<file path="config.mk">
export PLATFORM = sky130hd
export DESIGN_NAME = uartmm_fifo
export DESIGN_NICKNAME = d
export VERILOG_FILES = /design/src/rtl/uartmm_fifo.sv
export SDC_FILE = /design/constraint.sdc
export NUM_CORES = 1
export LEC_CHECK = 0
export ABC_AREA = 0
export BUFFER_PORTS_ARGS = -buffer_cell sky130_fd_sc_hd__buf_4
export CAP_MARGIN = 10
export CORE_MARGIN = 2
export CORE_UTILIZATION = 45
export CTS_BUF_LIST = sky130_fd_sc_hd__clkbuf_8
export CTS_CLUSTER_SIZE = 8
export DETAILED_ROUTE_END_ITERATION = 10
export GPL_TIMING_DRIVEN = 0
export PLACE_DENSITY = 0.63
export SETUP_SLACK_MARGIN = 0.15
export SYNTH_ARGS = -nofsm -noshare
export SYNTH_HDL_FRONTEND = slang
export SYNTH_SLANG_ARGS = --single-unit
</file>
<file path="constraint.sdc">
create_clock -name clk -period 3.77 [get_ports clk]
set_clock_uncertainty 0.05 [all_clocks]
set_input_delay 0.754 -clock clk [delete_from_list [all_inputs] [get_ports clk]]
set_output_delay 0.754 -clock clk [all_outputs]
set_load 0.05 [all_outputs]
</file>
<file path="src/rtl/uartmm_fifo.sv">
// -----------------------------------------------------------------------------
// uartmm_fifo -- memory-mapped UART bridge with RX/TX FIFOs.
//
// Decouples the CPU data-side bus (port B) from the byte-level UART: received
// bytes are buffered in an RX FIFO, transmit bytes are queued in a TX FIFO and
// drained by a two-state send FSM whenever the transmitter is not busy.
//
// Register window (offsets from BASE_ADDR):
//   +1 RXVALID  +2 TXREADY  +3 DATA  +4 COUNT  +5 STATUS (W1C bit4)  +6 IRQEN
//
// Ports:
//   clk, rst            clock, asynchronous active-low reset
//   uart_din/uart_valid received byte and its one-cycle strobe
//   uart_busy           transmitter busy
//   uart_dout/uart_wr   registered transmit byte and one-cycle strobe
//   addr_b, data_b_in,  bus address, write data, write enable (bit0 only)
//   data_b_we
//   data_b, strobe_b    combinational read data and window hit
//   irq                 registered interrupt request
//
// Build option: define UARTMM_FIFO_IRQ_EN to implement IRQEN and drive irq;
// otherwise IRQEN reads 0 and irq is tied low.
// -----------------------------------------------------------------------------
module uartmm_fifo #(
   parameter int unsigned BASE_ADDR = 65536,
   parameter int unsigned RX_DEPTH  = 16,
   parameter int unsigned TX_DEPTH  = 16
) (
   input  logic        clk,
   input  logic        rst,
   input  logic [7:0]  uart_din,
   input  logic        uart_valid,
   input  logic        uart_busy,
   output logic [7:0]  uart_dout,
   output logic        uart_wr,
   output logic [31:0] data_b,
   output logic        strobe_b,
   input  logic [31:0] addr_b,
   input  logic [31:0] data_b_in,
   input  logic [31:0] data_b_we,
   output logic        irq
);

   localparam int unsigned RX_AW = $clog2(RX_DEPTH);
   localparam int unsigned TX_AW = $clog2(TX_DEPTH);
   localparam logic [RX_AW:0] RX_FULL = (RX_AW+1)'(RX_DEPTH);
   localparam logic [TX_AW:0] TX_FULL = (TX_AW+1)'(TX_DEPTH);

   localparam logic [31:0] A_RXVALID = 32'(BASE_ADDR + 1);
   localparam logic [31:0] A_TXREADY = 32'(BASE_ADDR + 2);
   localparam logic [31:0] A_DATA    = 32'(BASE_ADDR + 3);
   localparam logic [31:0] A_COUNT   = 32'(BASE_ADDR + 4);
   localparam logic [31:0] A_STATUS  = 32'(BASE_ADDR + 5);
   localparam logic [31:0] A_IRQEN   = 32'(BASE_ADDR + 6);

   typedef enum logic {S_IDLE, S_SEND} tx_state_t;

   // storage and state
   logic [7:0]     r_rx_mem [RX_DEPTH];
   logic [7:0]     r_tx_mem [TX_DEPTH];
   logic [RX_AW-1:0] r_rx_wp, r_rx_rp;
   logic [TX_AW-1:0] r_tx_wp, r_tx_rp;
   logic [RX_AW:0] r_rx_cnt;
   logic [TX_AW:0] r_tx_cnt;
   logic           r_rx_ovf;
   logic [7:0]     r_uart_dout;
   logic           r_uart_wr;
   tx_state_t      r_state, w_state_nxt;

   // decode and flags
   logic w_data_rd, w_data_wr, w_status_wr;
   logic w_rx_empty, w_rx_full, w_tx_empty, w_tx_full;
   logic w_rx_push, w_rx_pop, w_rx_ovf_set, w_tx_push, w_tx_pop;
   logic [7:0] w_status;
   logic [1:0] w_irqen;
   logic       w_unused;

   assign w_data_rd   = (addr_b == A_DATA) && !data_b_we[0];
   assign w_data_wr   = (addr_b == A_DATA) &&  data_b_we[0];
   assign w_status_wr = (addr_b == A_STATUS) && data_b_we[0];

   assign w_rx_empty = (r_rx_cnt == '0);
   assign w_rx_full  = (r_rx_cnt == RX_FULL);
   assign w_tx_empty = (r_tx_cnt == '0);
   assign w_tx_full  = (r_tx_cnt == TX_FULL);

   // A pop at full frees the slot the incoming byte lands in, so the push is
   // accepted and overflow is only flagged when nothing leaves that cycle.
   assign w_rx_pop     = w_data_rd && !w_rx_empty;
   assign w_rx_push    = uart_valid && (!w_rx_full || w_rx_pop);
   assign w_rx_ovf_set = uart_valid && w_rx_full && !w_rx_pop;
   assign w_tx_push    = w_data_wr && !w_tx_full;

   assign w_status = {3'b000, r_rx_ovf, w_tx_empty, w_rx_full, !w_tx_full, !w_rx_empty};
   assign w_unused = ^{data_b_in[31:8], data_b_we[31:1]};

   // ---------------- RX FIFO ----------------
   always_ff @(posedge clk) begin
      if (w_rx_push) r_rx_mem[r_rx_wp] <= uart_din;
   end

   always_ff @(posedge clk or negedge rst) begin
      if (!rst) begin
         r_rx_wp  <= '0;
         r_rx_rp  <= '0;
         r_rx_cnt <= '0;
         r_rx_ovf <= 1'b0;
      end else begin
         if (w_rx_push) r_rx_wp <= r_rx_wp + RX_AW'(1);
         if (w_rx_pop)  r_rx_rp <= r_rx_rp + RX_AW'(1);
         if (w_rx_push && !w_rx_pop)      r_rx_cnt <= r_rx_cnt + (RX_AW+1)'(1);
         else if (!w_rx_push && w_rx_pop) r_rx_cnt <= r_rx_cnt - (RX_AW+1)'(1);
         // a fresh overflow wins over a same-cycle clear
         if (w_rx_ovf_set)                     r_rx_ovf <= 1'b1;
         else if (w_status_wr && data_b_in[4]) r_rx_ovf <= 1'b0;
      end
   end

   // ---------------- TX FIFO ----------------
   always_ff @(posedge clk) begin
      if (w_tx_push) r_tx_mem[r_tx_wp] <= data_b_in[7:0];
   end

   always_ff @(posedge clk or negedge rst) begin
      if (!rst) begin
         r_tx_wp  <= '0;
         r_tx_rp  <= '0;
         r_tx_cnt <= '0;
      end else begin
         if (w_tx_push) r_tx_wp <= r_tx_wp + TX_AW'(1);
         if (w_tx_pop)  r_tx_rp <= r_tx_rp + TX_AW'(1);
         if (w_tx_push && !w_tx_pop)      r_tx_cnt <= r_tx_cnt + (TX_AW+1)'(1);
         else if (!w_tx_push && w_tx_pop) r_tx_cnt <= r_tx_cnt - (TX_AW+1)'(1);
      end
   end

   // ---------------- TX send FSM ----------------
   always_ff @(posedge clk or negedge rst) begin
      if (!rst) r_state <= S_IDLE;
      else      r_state <= w_state_nxt;
   end

   always_comb begin
      w_state_nxt = r_state;
      w_tx_pop    = 1'b0;
      case (r_state)
         S_IDLE: if (!w_tx_empty && !uart_busy && !r_uart_wr) begin
            w_state_nxt = S_SEND;
            w_tx_pop    = 1'b1;
         end
         S_SEND: w_state_nxt = S_IDLE;
         default: w_state_nxt = S_IDLE;
      endcase
   end

   always_ff @(posedge clk or negedge rst) begin
      if (!rst) begin
         r_uart_dout <= '0;
         r_uart_wr   <= 1'b0;
      end else begin
         r_uart_wr <= w_tx_pop;
         if (w_tx_pop) r_uart_dout <= r_tx_mem[r_tx_rp];
      end
   end

   assign uart_dout = r_uart_dout;
   assign uart_wr   = r_uart_wr;

   // ---------------- interrupt ----------------
`ifdef UARTMM_FIFO_IRQ_EN
   logic [1:0] r_irqen;
   logic       r_irq;

   always_ff @(posedge clk or negedge rst) begin
      if (!rst) begin
         r_irqen <= '0;
         r_irq   <= 1'b0;
      end else begin
         if ((addr_b == A_IRQEN) && data_b_we[0]) r_irqen <= data_b_in[1:0];
         r_irq <= (!w_rx_empty & r_irqen[0]) | (w_tx_empty & r_irqen[1]) |
                  (r_rx_ovf & r_irqen[0]);
      end
   end

   assign w_irqen = r_irqen;
   assign irq     = r_irq;
`else
   assign w_irqen = '0;
   assign irq     = 1'b0;
`endif

   // ---------------- bus read ----------------
   assign strobe_b = (addr_b >= A_RXVALID) && (addr_b <= A_IRQEN);

   always_comb begin
      data_b = '0;
      case (addr_b)
         A_RXVALID: data_b[0]    = !w_rx_empty;
         A_TXREADY: data_b[0]    = !w_tx_full;
         A_DATA:    data_b[7:0]  = w_rx_empty ? 8'h00 : r_rx_mem[r_rx_rp];
         A_COUNT:   data_b[15:0] = {8'(r_tx_cnt), 8'(r_rx_cnt)};
         A_STATUS:  data_b[7:0]  = w_status;
         A_IRQEN:   data_b[1:0]  = w_irqen;
         default:   data_b       = '0;
      endcase
   end

endmodule
</file>
* Word-level counts from Yosys, hierarchy flattened
Memories as Yosys holds them, arrays and structs flattened. A register that Yosys moved wholly into a read port is not among the register bits. Index checks and enable logic that the tools add are counted. W data, S select, Z words.
Operators by class: muxes and demuxes 18, add/subtract/negate cells 8, reductions and logical operators 35, magnitude comparators 2, eq/ne operators 7, bitwise logic cells 1
Operators with widths (number):
- $eq A32 B17 Y1 const B | 5
- $ge A32 B17 Y1 const B | 1
- $le A32 B17 Y1 const B | 1
- $mux W5 | 5
- $pmux W6 S3 | 1
- $add A4 B1 Y4 const B | 4
- $logic_and A1 B1 Y1 | 16
- $logic_not A1 Y1 | 12
- $add A5 B1 Y5 const B | 2
- $eq A5 B5 Y1 const B | 2
- $logic_not A5 Y1 | 2
- $sub A5 B1 Y5 const B | 2
- $mux W1 | 8
- $mux W8 | 1
- $reduce_bool A2 Y1 | 3
- $pmux W1 S4 | 1
- $pmux W1 S3 | 1
- $pmux W1 S2 | 1
- $reduce_or A2 Y1 | 1
- $logic_or A1 B1 Y1 | 1
- $not A1 Y1 | 1
Word-level totals: memory bits (writable) 256, output and inout port bits 43, flip-flop bits (word level) 29, input port bits 108, logic and storage cells 82, memories 2
Memory list:
- r_rx_mem | words 16, width 8, rd ports 1, clocked after Yosys merged registers in 0, write ports 1, line 59 | logic [7:0] r_rx_mem [RX_DEPTH];
- r_tx_mem | words 16, width 8, rd ports 1, clocked after Yosys merged registers in 1, write ports 1, line 60 | logic [7:0] r_tx_mem [TX_DEPTH];

* Logic depth before layout (Yosys ltp)
Gate-level depths: netlist (run 1).
depth after elaboration 9, gate-level depth with buffers 13, mapped depth without buffers 12

* Worst setup path after synthesis (run 1)
Ideal clock, no wire load.
path type input to register, from input port addr_b[30], to register r_rx_cnt[4], buffers on the path 1, setup time 0.080 ns, data required time 3.640 ns, slack 0.079 ns, cell stages on the path 13, arrival time 3.561 ns, path through nor4_2 -> nand4_2 -> nor4b_4 -> o21a_4 -> buf_8 -> ha_1 -> inv_1 -> ha_1 -> nor2b_1 -> o21a_1 -> or3_1 -> a21oi_1 -> xnor2_1
On the way: cells in the longest elaborated chain, start to end 8, elaborated cells between the ends (all ways) 11, those cells by class eq/ne (1); mux (1); reduce/logical (9)
RTL lines:
- start: declaration | line 38 | input logic [31:0] addr_b,
- $eq A32 B17 Y1 (*) | line 78 | assign w_data_rd = (addr_b == A_DATA) && !data_b_we[0];
- $logic_and A1 B1 Y1 (*) | line 78
- $logic_and A1 B1 Y1 (*) | line 89 | assign w_rx_pop = w_data_rd && !w_rx_empty;
- $logic_or A1 B1 Y1 (*) | line 90 | assign w_rx_push = uart_valid && (!w_rx_full || w_rx_pop);
- $logic_and A1 B1 Y1 (*) | line 90
- via w_rx_push | line 73 | logic w_rx_push, w_rx_pop, w_rx_ovf_set, w_tx_push, w_tx_pop;
- $logic_not A1 Y1 | line 112 | else if (!w_rx_push && w_rx_pop) r_rx_cnt <= r_rx_cnt - (RX_AW+1)'(1);
- $logic_and A1 B1 Y1 | line 112
- $reduce_bool A2 Y1 (no source line)
- end signal: assignment | line 111 | if (w_rx_push && !w_rx_pop) r_rx_cnt <= r_rx_cnt + (RX_AW+1)'(1);
- end signal: assignment | line 112
- end: declaration | line 63 | logic [RX_AW:0] r_rx_cnt;
The timed path passes the listed nets; every way through them passes the cells marked *. A chain may end at the register's enable or synchronous reset.

* Final worst setup path (run 1)
from register r_rx_rp[2], to output port data_b[1]
On the way: cells in the longest elaborated chain, start to end 3
RTL lines:
- start: declaration | line 61 | logic [RX_AW-1:0] r_rx_wp, r_rx_rp;
- start signal: assignment | line 110 | if (w_rx_pop) r_rx_rp <= r_rx_rp + RX_AW'(1);
- $mem_v2 Z16 W8
- $mux W8 | line 200 | A_DATA: data_b[7:0] = w_rx_empty ? 8'h00 : r_rx_mem[r_rx_rp];
- $pmux W1 S3 | line 197 | case (addr_b)
- end: declaration | line 36 | output logic [31:0] data_b,
No other way between the ends.

==> impl_metrics.json, run 1 <==
{
  "drive_above_1_share": 0.338,
  "numCtsBuffers": 48,
  "worst_setup_path_start_kind": "register",
  "seqPwrFrac": 0.474,
  "switching_power_mw": 2.17,
  "crit_fanout": 10,
  "postSynthCellCount": 663,
  "die_w_um": 169,
  "synth.distinct_cells": 50,
  "crit_arrival_ns": 2.73,
  "max_freq_mhz": 283,
  "antenna_found_initial": 0,
  "switching_share": 0.278,
  "initial_utilization": 0.457,
  "setup_tns_ns": 0,
  "ios": 151,
  "hold_class": "input pin to asynchronous set/reset pin",
  "instances_no_fill": 1192,
  "ant_nets": 0,
  "path_clk_slew_ns": 0.06,
  "crit_path_start": "r_rx_rp[2]",
  "dp.cells": 1099,
  "final_common_cell": "edfxtp_1",
  "die_h_um": 169,
  "grt_max_degree": 37,
  "rsz0062_at_grt": "yes",
  "required_ns": 2.97,
  "die-area_sq_um": 28500,
  "drv_cap": 0,
  "grt_pass1_vias": 6853,
  "utilization": 0.536,
  "cts_root_buf": "clkbuf_8",
  "layout_common_cells": "edfxtp_1 (256), buf_4 (101), mux4_2 (67)",
  "ys_warn_count": 0,
  "clock_path_buffers": 3,
  "h-tree-depth": 2,
  "via_per_inst": 5.35,
  "multi_input_area_sq_um": 3460,
  "cts_hold_buf": 0,
  "wl_per_cell_um": 21.3,
  "firstDrtPassIters": 5,
  "relSlewSlack": 0.400,
  "cts.sinks": 292,
  "yosysSeqAreaShare": 0.702,
  "p_clk_frac": 0.329,
  "combPwrFrac": 0.197,
  "coreArea_sq_um": 26800,
  "p_per_area_nw_per_um2": 543,
  "status": "finished, final reports clean",
  "syn_avg_cell_area_sq_um": 18.5,
  "hold_ws_ns": 0.121,
  "synth_top_flop_cell": "edfxtp_1",
  "regArea_sq_um": 8590,
  "synth-async-reset-ratio": 0.123,
  "cts_tree": "built",
  "setup_violations": 0,
  "gr-total-overflow": 0,
  "num_vias": 6377,
  "r2r_start": "r_tx_cnt[3]",
  "critPathKind": "register to primary output",
  "leakage_nw": 5.09,
  "gp_congestion": 0.817,
  "drc": 0,
  "final_hold_viol_count": 0,
  "ys_ff_latch": 292,
  "hpwl_mm": 16.9,
  "num_rows": 60,
  "p_int_mw": 5.64,
  "final_area_sq_um": 14400,
  "track_usage": 0.182,
  "finalMaxSlewViolations": 0,
  "endpoint_kind": "primary output",
  "insertedDiodeCount": 0,
  "fillers": 2144,
  "synth_edf_count": 256,
  "area_growth_syn_to_layout_pct": 17.5,
  "wl_mm": 25.4,
  "drt_iter0_drc": 569,
  "fin_crit_sh": 0.937,
  "worstMarginPinSlew_ns": 0.898,
  "peakVddDrop_v": 0.000565,
  "io_buffers": 75,
  "nets": 945,
  "grt_pass1_wl_mm": 39.1,
  "clk_latency_ns": 0.56,
  "synth.cell_area_sq_um": 12200,
  "postPlaceCellArea_sq_um": 13300,
  "min_period_ns": 3.53
}
[cells by family (layout without fill, tap and decap cells)]
family / count (synthesis) / in the layout / synth area share
AOI/OAI and AO/OA: 46 / 46 / 0.0251
xor gates and xnor gates: 21 / 21 / 0.0150
adders and majority gates: 20 / 20 / 0.0217
buffers and inverters: 65 / 234 / 0.0281
DFF: 292 / 292 / 0.702
muxes: 96 / 96 / 0.149
other: 1 / 20 / 0.000306
and+or+nand+nor: 122 / 122 / 0.0593
[layer usage]
layer / up-vias / GRT usage / wire [um]
met3: 32 / 0.0367 / 1290
li1: 2903 / - / -
met5: - / 0 / 0
met2: 196 / 0.310 / 12800
met1: 3246 / 0.238 / 10900
met4: 0 / 0.0521 / 379
[synthesized netlist by cell type (all sizes together) (4+ instances only)]
cell | number | area share
o21ai | 12 | 0.0049
and3 | 14 | 0.0077
nand2 | 26 | 0.0080
nor2b | 8 | 0.0041
mux4 | 67 | 0.12
inv | 13 | 0.0040
nor2 | 23 | 0.0071
a21oi | 12 | 0.0049
edfxtp | 256 | 0.63
dfrtp | 36 | 0.074
ha | 18 | 0.018
nor4 | 9 | 0.0089
xor2 | 4 | 0.0029
mux2i | 13 | 0.011
xnor2 | 17 | 0.012
nor3 | 6 | 0.0025
clkbuf | 14 | 0.0043
buf | 38 | 0.020
o311ai | 8 | 0.0057
nand3 | 9 | 0.0037
nand4 | 6 | 0.0041
and2 | 7 | 0.0036
mux2 | 16 | 0.015
[path summary, 6_finish.rpt]
path / to / slack (ns) / cells past startpoint
worst max register to register: r_tx_cnt[4] / 0.34 / 13
worst min-delay path: r_tx_wp[1] / 0.12 / 1
worst min register to register: r_rx_ovf / 0.44 / 1
max in group asynchronous: r_rx_cnt[4] / 3.18 / 1
worst max-delay path: data_b[1] / 0.24 / 7
min in group clk: r_rx_ovf / 0.44 / 1
[registers in the layout (all words and copies together), names as in the netlist]
| name | flops |
|---|---|
| r_rx_ovf | 1 |
| r_tx_wp | 4 |
| r_rx_mem | 128 |
| r_tx_mem | 128 |
| r_rx_cnt | 5 |
| r_rx_wp | 4 |
| r_tx_cnt | 5 |
| r_tx_rp | 4 |
| r_rx_rp | 4 |
| uart_dout | 8 |
| r_state | 1 |
[stage by stage]
stage	power [mW]	setup WS, ns
global placement	5.25	-0.362
global route	8.15	0.104
CTS	7.88	0.0679
finish	7.81	0.236
floorplan	4.82	0.0828
detailed placement	5.29	-0.519
[final cells by class]
class	count	share of cell area
plain buffers	52	0.0226
clock buffers	53	0.0507
clock inverters	31	0.0116
inverters	13	0.00339
multi-input cells	325	0.240
flip-flops and latches	292	0.597
well taps	341	0.0297
repair buffers	85	0.0440
[critical path: stages (launching register included)]
cell	delay (ns)
dfrtp_1	0.32
clkbuf_1	0.31
clkbuf_2	0.37
mux4_2	0.36
mux2_2	0.27
a21oi_1	0.25
o21ai_1	0.10
buf_4	0.20
[power groups by stage]
stage	Sequential [mW]	Clock, mW	Combinational (mW)
2_1_floorplan	3.89	0	0.931
3_3_place_gp	3.76	0	1.49
3_5_place_dp	3.76	0	1.53
4_1_cts	3.70	2.63	1.54
5_1_grt	3.71	2.79	1.65
6_report	3.70	2.57	1.54
[what timing repair did]
item | CTS | global route
gates resized for setup | 10 | 12
setup buffers | 2 | 3
setup endpoints to repair | 10 | 10
pin swaps | 1 | 2
cloned | 0 | 0
hold endpoints to repair | 0 | 0
No activity file was read; power rests on OpenSTA's default activity.
==> run 2, diff against run 1 <==
--- a/config.mk
+++ b/config.mk
@@ -13,7 +13,6 @@
 export CTS_BUF_LIST = sky130_fd_sc_hd__clkbuf_8
 export CTS_CLUSTER_SIZE = 8
 export DETAILED_ROUTE_END_ITERATION = 10
-export GPL_TIMING_DRIVEN = 0
 export PLACE_DENSITY = 0.63
 export SETUP_SLACK_MARGIN = 0.15
 export SYNTH_ARGS = -nofsm -noshare
==> constraint.sdc (replaced) <==
create_clock -name clk -period 3.4 [get_ports clk]
set_clock_uncertainty 0.05 [all_clocks]
set_input_delay 0.68 -clock clk [delete_from_list [all_inputs] [get_ports clk]]
set_output_delay 0.68 -clock clk [all_outputs]
set_load 0.05 [all_outputs]
==> run 2 against run 1 <==
  * Flip-flop and latch count is the same
  * First-iteration DRC count down 41%
  * Sequential power rose by 15%
  * Hold slack got worse by 0.074 ns
  * Power is 7.5% higher
  * Final cell count down 0.50%
  * Critical path type unchanged
==> impl_metrics.json, run 2 (same netlist as run 1, synthesis figures left out) <==
{
  "insertedDiodeCount": 0,
  "coreArea_sq_um": 26800,
  "final_area_sq_um": 14600,
  "wl_mm": 24.4,
  "worstReg2RegEnd": "r_tx_cnt[4]",
  "worst_slack_ns": 0.142,
  "num_rows": 60,
  "gp_congestion": 0.742,
  "wl_per_cell_um": 20.6,
  "rsz0062_at_grt": "yes",
  "postPlaceCellArea_sq_um": 13400,
  "crit_arrival_ns": 2.53,
  "die_w_um": 169,
  "drv_cap": 0,
  "drc": 0,
  "r2r_start": "r_tx_cnt[3]",
  "path_clk_slew_ns": 0.06,
  "critPathKind": "register to primary output",
  "antenna_found_initial": 0,
  "grt_pass1_wl_mm": 36.7,
  "p_per_area_nw_per_um2": 576,
  "status": "finished, final reports clean",
  "layout_common_cells": "edfxtp_1 (256), buf_4 (116), mux4_2 (67)",
  "final_hold_viol_count": 0,
  "worstMarginPinSlew_ns": 0.987,
  "max_stage_delay_ns": 0.52,
  "initial_utilization": 0.457,
  "hpwl_mm": 15.7,
  "crit_chain": "buf_6 -> clkbuf_16 -> mux4_2 -> mux2_2 -> a21oi_2 -> o21ai_2 -> buf_6",
  "dp_slack_ns": -0.100,
  "clk_latency_ns": 0.56,
  "final_common_cell": "edfxtp_1",
  "path_common_cell": "buf_6",
  "grt_max_degree": 37,
  "crit_fanout": 8,
  "relSlewSlack": 0.342,
  "drt_iter0_drc": 338,
  "min_period_ns": 3.26,
  "track_usage": 0.169,
  "worst_setup_path_start_kind": "register",
  "max_freq_mhz": 307,
  "firstDrtPassIters": 4,
  "finalMaxSlewViolations": 0,
  "leakage_nw": 5.18,
  "cts.sinks": 292,
  "numCtsBuffers": 47,
  "ios": 151,
  "h-tree-depth": 2,
  "grt_pass1_vias": 6655,
  "ant_nets": 0,
  "io_buffers": 75,
  "rrSetupSlack_ns": 0.47,
  "cts_root_buf": "clkbuf_8",
  "via_per_inst": 5.33,
  "die_h_um": 169,
  "area_growth_syn_to_layout_pct": 19.0,
  "cts_hold_buf": 0,
  "cts_tree": "built",
  "peakVddDrop_v": 0.000591,
  "fin_crit_sh": 0.958,
  "endpoint_kind": "primary output",
  "num_vias": 6323,
  "die-area_sq_um": 28500,
  "fillers": 2119,
  "nets": 938,
  "hold_class": "input pin to asynchronous set/reset pin",
  "required_ns": 2.67,
  "gr-total-overflow": 0,
  "clock_path_buffers": 3,
  "setup_violations": 0,
  "drive_above_1_share": 0.369,
  "crit_slowest_cell": "mux4_2",
  "ff2ff_path_depth": 11
}
run 2: cell types whose count changed in the layout (fill, tap and decap cells not counted), sizes merged:
cell / before / now
buf: 118 / 130
inv: 32 / 37
clkbuf: 72 / 53
clkinv: 11 / 8
bufinv: 1 / 0
run 2: report_power, final:
| part | internal [mW] | switching, mW | total, mW |
|---|---|---|---|
| logic | 0.709 | 0.705 | 1.41 |
| clock network | 1.41 | 1.31 | 2.71 |
| registers | 4.01 | 0.261 | 4.27 |
| total | 6.12 | 2.27 | 8.40 |
run 2: worst max-delay path by stage:
stage | from | endpoint | slack [ns] | cells past startpoint
4_1_cts | r_rx_rp[0] | data_b[0] | 0.11 | 6
6_report | r_rx_rp[0] | data_b[1] | 0.14 | 7
5_1_grt | r_rx_rp[0] | data_b[5] | 0.09 | 6
2_1_floorplan | addr_b[30] | data_b[1] | -0.07 | 6
3_5_place_dp | addr_b[23] | r_rx_cnt[4] | -0.10 | 13
3_3_place_gp | addr_b[23] | r_rx_cnt[4] | -0.008 | 13
run 2: timing repair:
action,4_1_cts,5_1_grt
endpoints found under the setup margin,8,8
gates cloned,0,1
gates resized for setup,4,31
pin swaps,2,7
buffers inserted,5,7
run 2: through the flow:
step / hold WS, ns / utilization / power, mW / cells / setup TNS (ns)
finish: 0.0465 / 0.543 / 8.40 / 1186 / 0
global route: 0.0612 / 0.543 / 8.76 / 1186 / 0
CTS: 0.0423 / 0.534 / 8.50 / 1178 / 0
detailed placement: 0.442 / 0.500 / 5.78 / 1089 / -0.116
global placement: 0.424 / 0.500 / 5.74 / 1089 / -0.00763
floorplan: 0.334 / - / 5.34 / 682 / -0.477
run 2: cell type report:
| class | instances | area [sq um] | area share |
|---|---|---|---|
| flip-flops and latches | 292 | 8590 | 0.590 |
| inverters | 13 | 48.8 | 0.00335 |
| well taps | 341 | 427 | 0.0293 |
| multi-input cells | 325 | 3540 | 0.243 |
| clock inverters | 32 | 144 | 0.00988 |
| repair buffers | 131 | 1100 | 0.0753 |
| clock buffers | 52 | 716 | 0.0491 |
run 2: routing by layer:
metal	share of wire	up-vias	wire, um	GRT usage
li1	-	2895	-	-
met1	0.41	3204	10000	0.215
met2	0.52	188	12600	0.296
met3	0.056	36	1360	0.0355
met4	0.016	0	402	0.0461
met5	0	-	0	0
run 2: worst max-delay path, delay by kind of cell, from the launching register on:
kind                   cells  cell delay [ns]
AO/OA/AOI/OAI              2             0.32
flip-flops                 1             0.39
buffers and inverters      3             0.47
multiplexers               2             0.81
==> run 3, diff against run 2 <==
==> constraint.sdc (replaced) <==
create_clock -name clk -period 3.4 [get_ports clk]
set_clock_uncertainty 0.05 [all_clocks]
set_input_delay 0.17 -clock clk [delete_from_list [all_inputs] [get_ports clk]]
set_output_delay 0.17 -clock clk [all_outputs]
set_load 0.05 [all_outputs]
==> run 3 against run 2 <==
  * Hold slack gained 0.054 ns
  * Register-to-register slack worse by 0.12 ns
  * Final area fell by 1.8%
  * Worst setup slack improved by 0.16 ns
  * Clock power is 2% lower
  * Combinational power is 4% higher
==> impl_metrics.json, run 3 (same netlist as run 1, synthesis figures left out) <==
{
  "status": "finished, final reports clean",
  "switching_share": 0.270,
  "p_int_mw": 6.10,
  "grt_max_degree": 37,
  "insertedDiodeCount": 0,
  "seqPwrFrac": 0.507,
  "crit_slowest_cell": "dfrtp_4",
  "setup_tns_ns": 0,
  "grt_pass1_vias": 6819,
  "final_area_sq_um": 14300,
  "wl_per_cell_um": 21.1,
  "clock_path_buffers": 3,
  "initial_utilization": 0.457,
  "final_common_cell": "edfxtp_1",
  "crit_arrival_ns": 2.87,
  "max_stage_delay_ns": 0.65,
  "max_freq_mhz": 323,
  "fillers": 2105,
  "h-tree-depth": 2,
  "fin_crit_sh": 0.910,
  "numCtsBuffers": 47,
  "drt_iter0_drc": 459,
  "setup_violations": 0,
  "antenna_found_initial": 0,
  "r2r_start": "r_rx_cnt[1]",
  "endpoint_kind": "primary output",
  "cts.sinks": 292,
  "area_growth_syn_to_layout_pct": 16.9,
  "ant_nets": 0,
  "cts_tree": "built",
  "crit_chain": "buf_4 -> mux4_2 -> mux2i_1 -> nor2_1 -> a21oi_1 -> o21ai_1 -> buf_4",
  "critical_path.top_delay_family": "multiplexers",
  "firstDrtPassIters": 4,
  "hold_ws_ns": 0.100,
  "ios": 151,
  "worst_slack_ns": 0.306,
  "die_w_um": 169,
  "clk_latency_ns": 0.55,
  "hpwl_mm": 16.1,
  "critPathKind": "register to primary output",
  "ff2ff_path_depth": 13,
  "rsz0062_at_grt": "no",
  "worstSetupPathDepth": 7,
  "worst_setup_path_start_kind": "register",
  "track_usage": 0.178,
  "path_common_cell": "buf_4",
  "relSlewSlack": 0.309,
  "required_ns": 3.18,
  "drc": 0,
  "worstMarginPinSlew_ns": 1.04,
  "peakVddDrop_v": 0.000625,
  "drive_above_1_share": 0.318,
  "path_clk_slew_ns": 0.06,
  "p_clk_frac": 0.317,
  "worstReg2RegEnd": "r_rx_cnt[4]",
  "num_rows": 60,
  "p_per_area_nw_per_um2": 584,
  "gr-total-overflow": 0,
  "io_buffers": 75,
  "crit_fanout": 17,
  "via_per_inst": 5.38,
  "combPwrFrac": 0.176,
  "hold_class": "input pin to asynchronous set/reset pin",
  "final_hold_viol_count": 0,
  "gp_congestion": 0.796,
  "nets": 934,
  "layout_common_cells": "edfxtp_1 (256), buf_4 (106), mux4_2 (67)",
  "rrSetupSlack_ns": 0.35,
  "grt_pass1_wl_mm": 38.2,
  "leakage_nw": 5.08,
  "wl_mm": 25.0,
  "cts_root_buf": "clkbuf_8",
  "dp_slack_ns": 0.185,
  "postPlaceCellArea_sq_um": 13300,
  "drv_cap": 0,
  "switching_power_mw": 2.26,
  "finalMaxSlewViolations": 0,
  "die_h_um": 169,
  "die-area_sq_um": 28500,
  "path_buf_inv": 2,
  "num_vias": 6367,
  "min_period_ns": 3.09,
  "coreArea_sq_um": 26800
}
==> run 3: worst register-to-register path, stage by stage (launching register included) <==
cell,delay [ns]
dfrtp_2,0.44
nor4_1,0.29
buf_4,0.18
a21oi_1,0.06
nor4b_4,0.14
o21a_4,0.21
ha_1,0.24
inv_1,0.12
ha_1,0.28
nor2b_1,0.15
o21a_1,0.18
or3_1,0.33
a21oi_2,0.17
xnor2_1,0.13
==> run 3: power by group through the flow <==
| stage | Sequential (mW) | Combinational, mW | Clock [mW] |
|---|---|---|---|
| final | 4.24 | 1.47 | 2.65 |
| after global routing | 4.27 | 1.60 | 2.90 |
| after CTS | 4.24 | 1.50 | 2.74 |
| after detailed placement | 4.31 | 1.48 | 0 |
| after global placement | 4.31 | 1.44 | 0 |
| after floorplan | 4.31 | 1.03 | 0 |
==> run 3: cell type report <==
cell class / instances / area (sq um) / area share
multi-input cells: 325 / 3380 / 0.236
clock buffers: 51 / 702 / 0.0491
well taps: 341 / 427 / 0.0298
inverters: 13 / 48.8 / 0.00341
clock inverters: 34 / 131 / 0.00919
repair buffers: 127 / 1020 / 0.0710
flip-flops and latches: 292 / 8600 / 0.601
==> run 3: timing repair <==
| item | in CTS | in global routing |
|---|---|---|
| endpoints found under the hold margin | 294 | 0 |
| hold buffers | 20 | 0 |
| gates resized for setup | 1 | 3 |
| setup buffers | 0 | 1 |
| endpoints found under the setup margin | 2 | 1 |
| gates cloned | 0 | 0 |
==> run 3: stage by stage <==
step	instances	utilization	total power, mW
detailed placement	1077	0.494	5.79
global route	1183	0.534	8.77
finish	1183	0.534	8.36
CTS	1182	0.533	8.48
global placement	1077	0.494	5.75
floorplan	682	-	5.34
==> run 3: per-layer routing <==
metal  vias to the layer above  global-route usage  share of wire
met3                        45              0.0325          0.047
met4                         0              0.0581          0.023
li1                       2882                   -              -
met5                         -                   0              0
met2                       162               0.328           0.55
met1                      3278               0.212           0.38
==> run 3: worst max-delay path by stage <==
stage                            from     endpoint
after floorplan           r_rx_cnt[1]  r_rx_cnt[4]
after global placement     addr_b[15]  r_rx_cnt[4]
after detailed placement   addr_b[15]  r_rx_cnt[4]
after CTS                  r_rx_rp[0]    data_b[4]
after global routing      r_rx_cnt[1]  r_rx_cnt[4]
final                      r_rx_rp[0]    data_b[2]
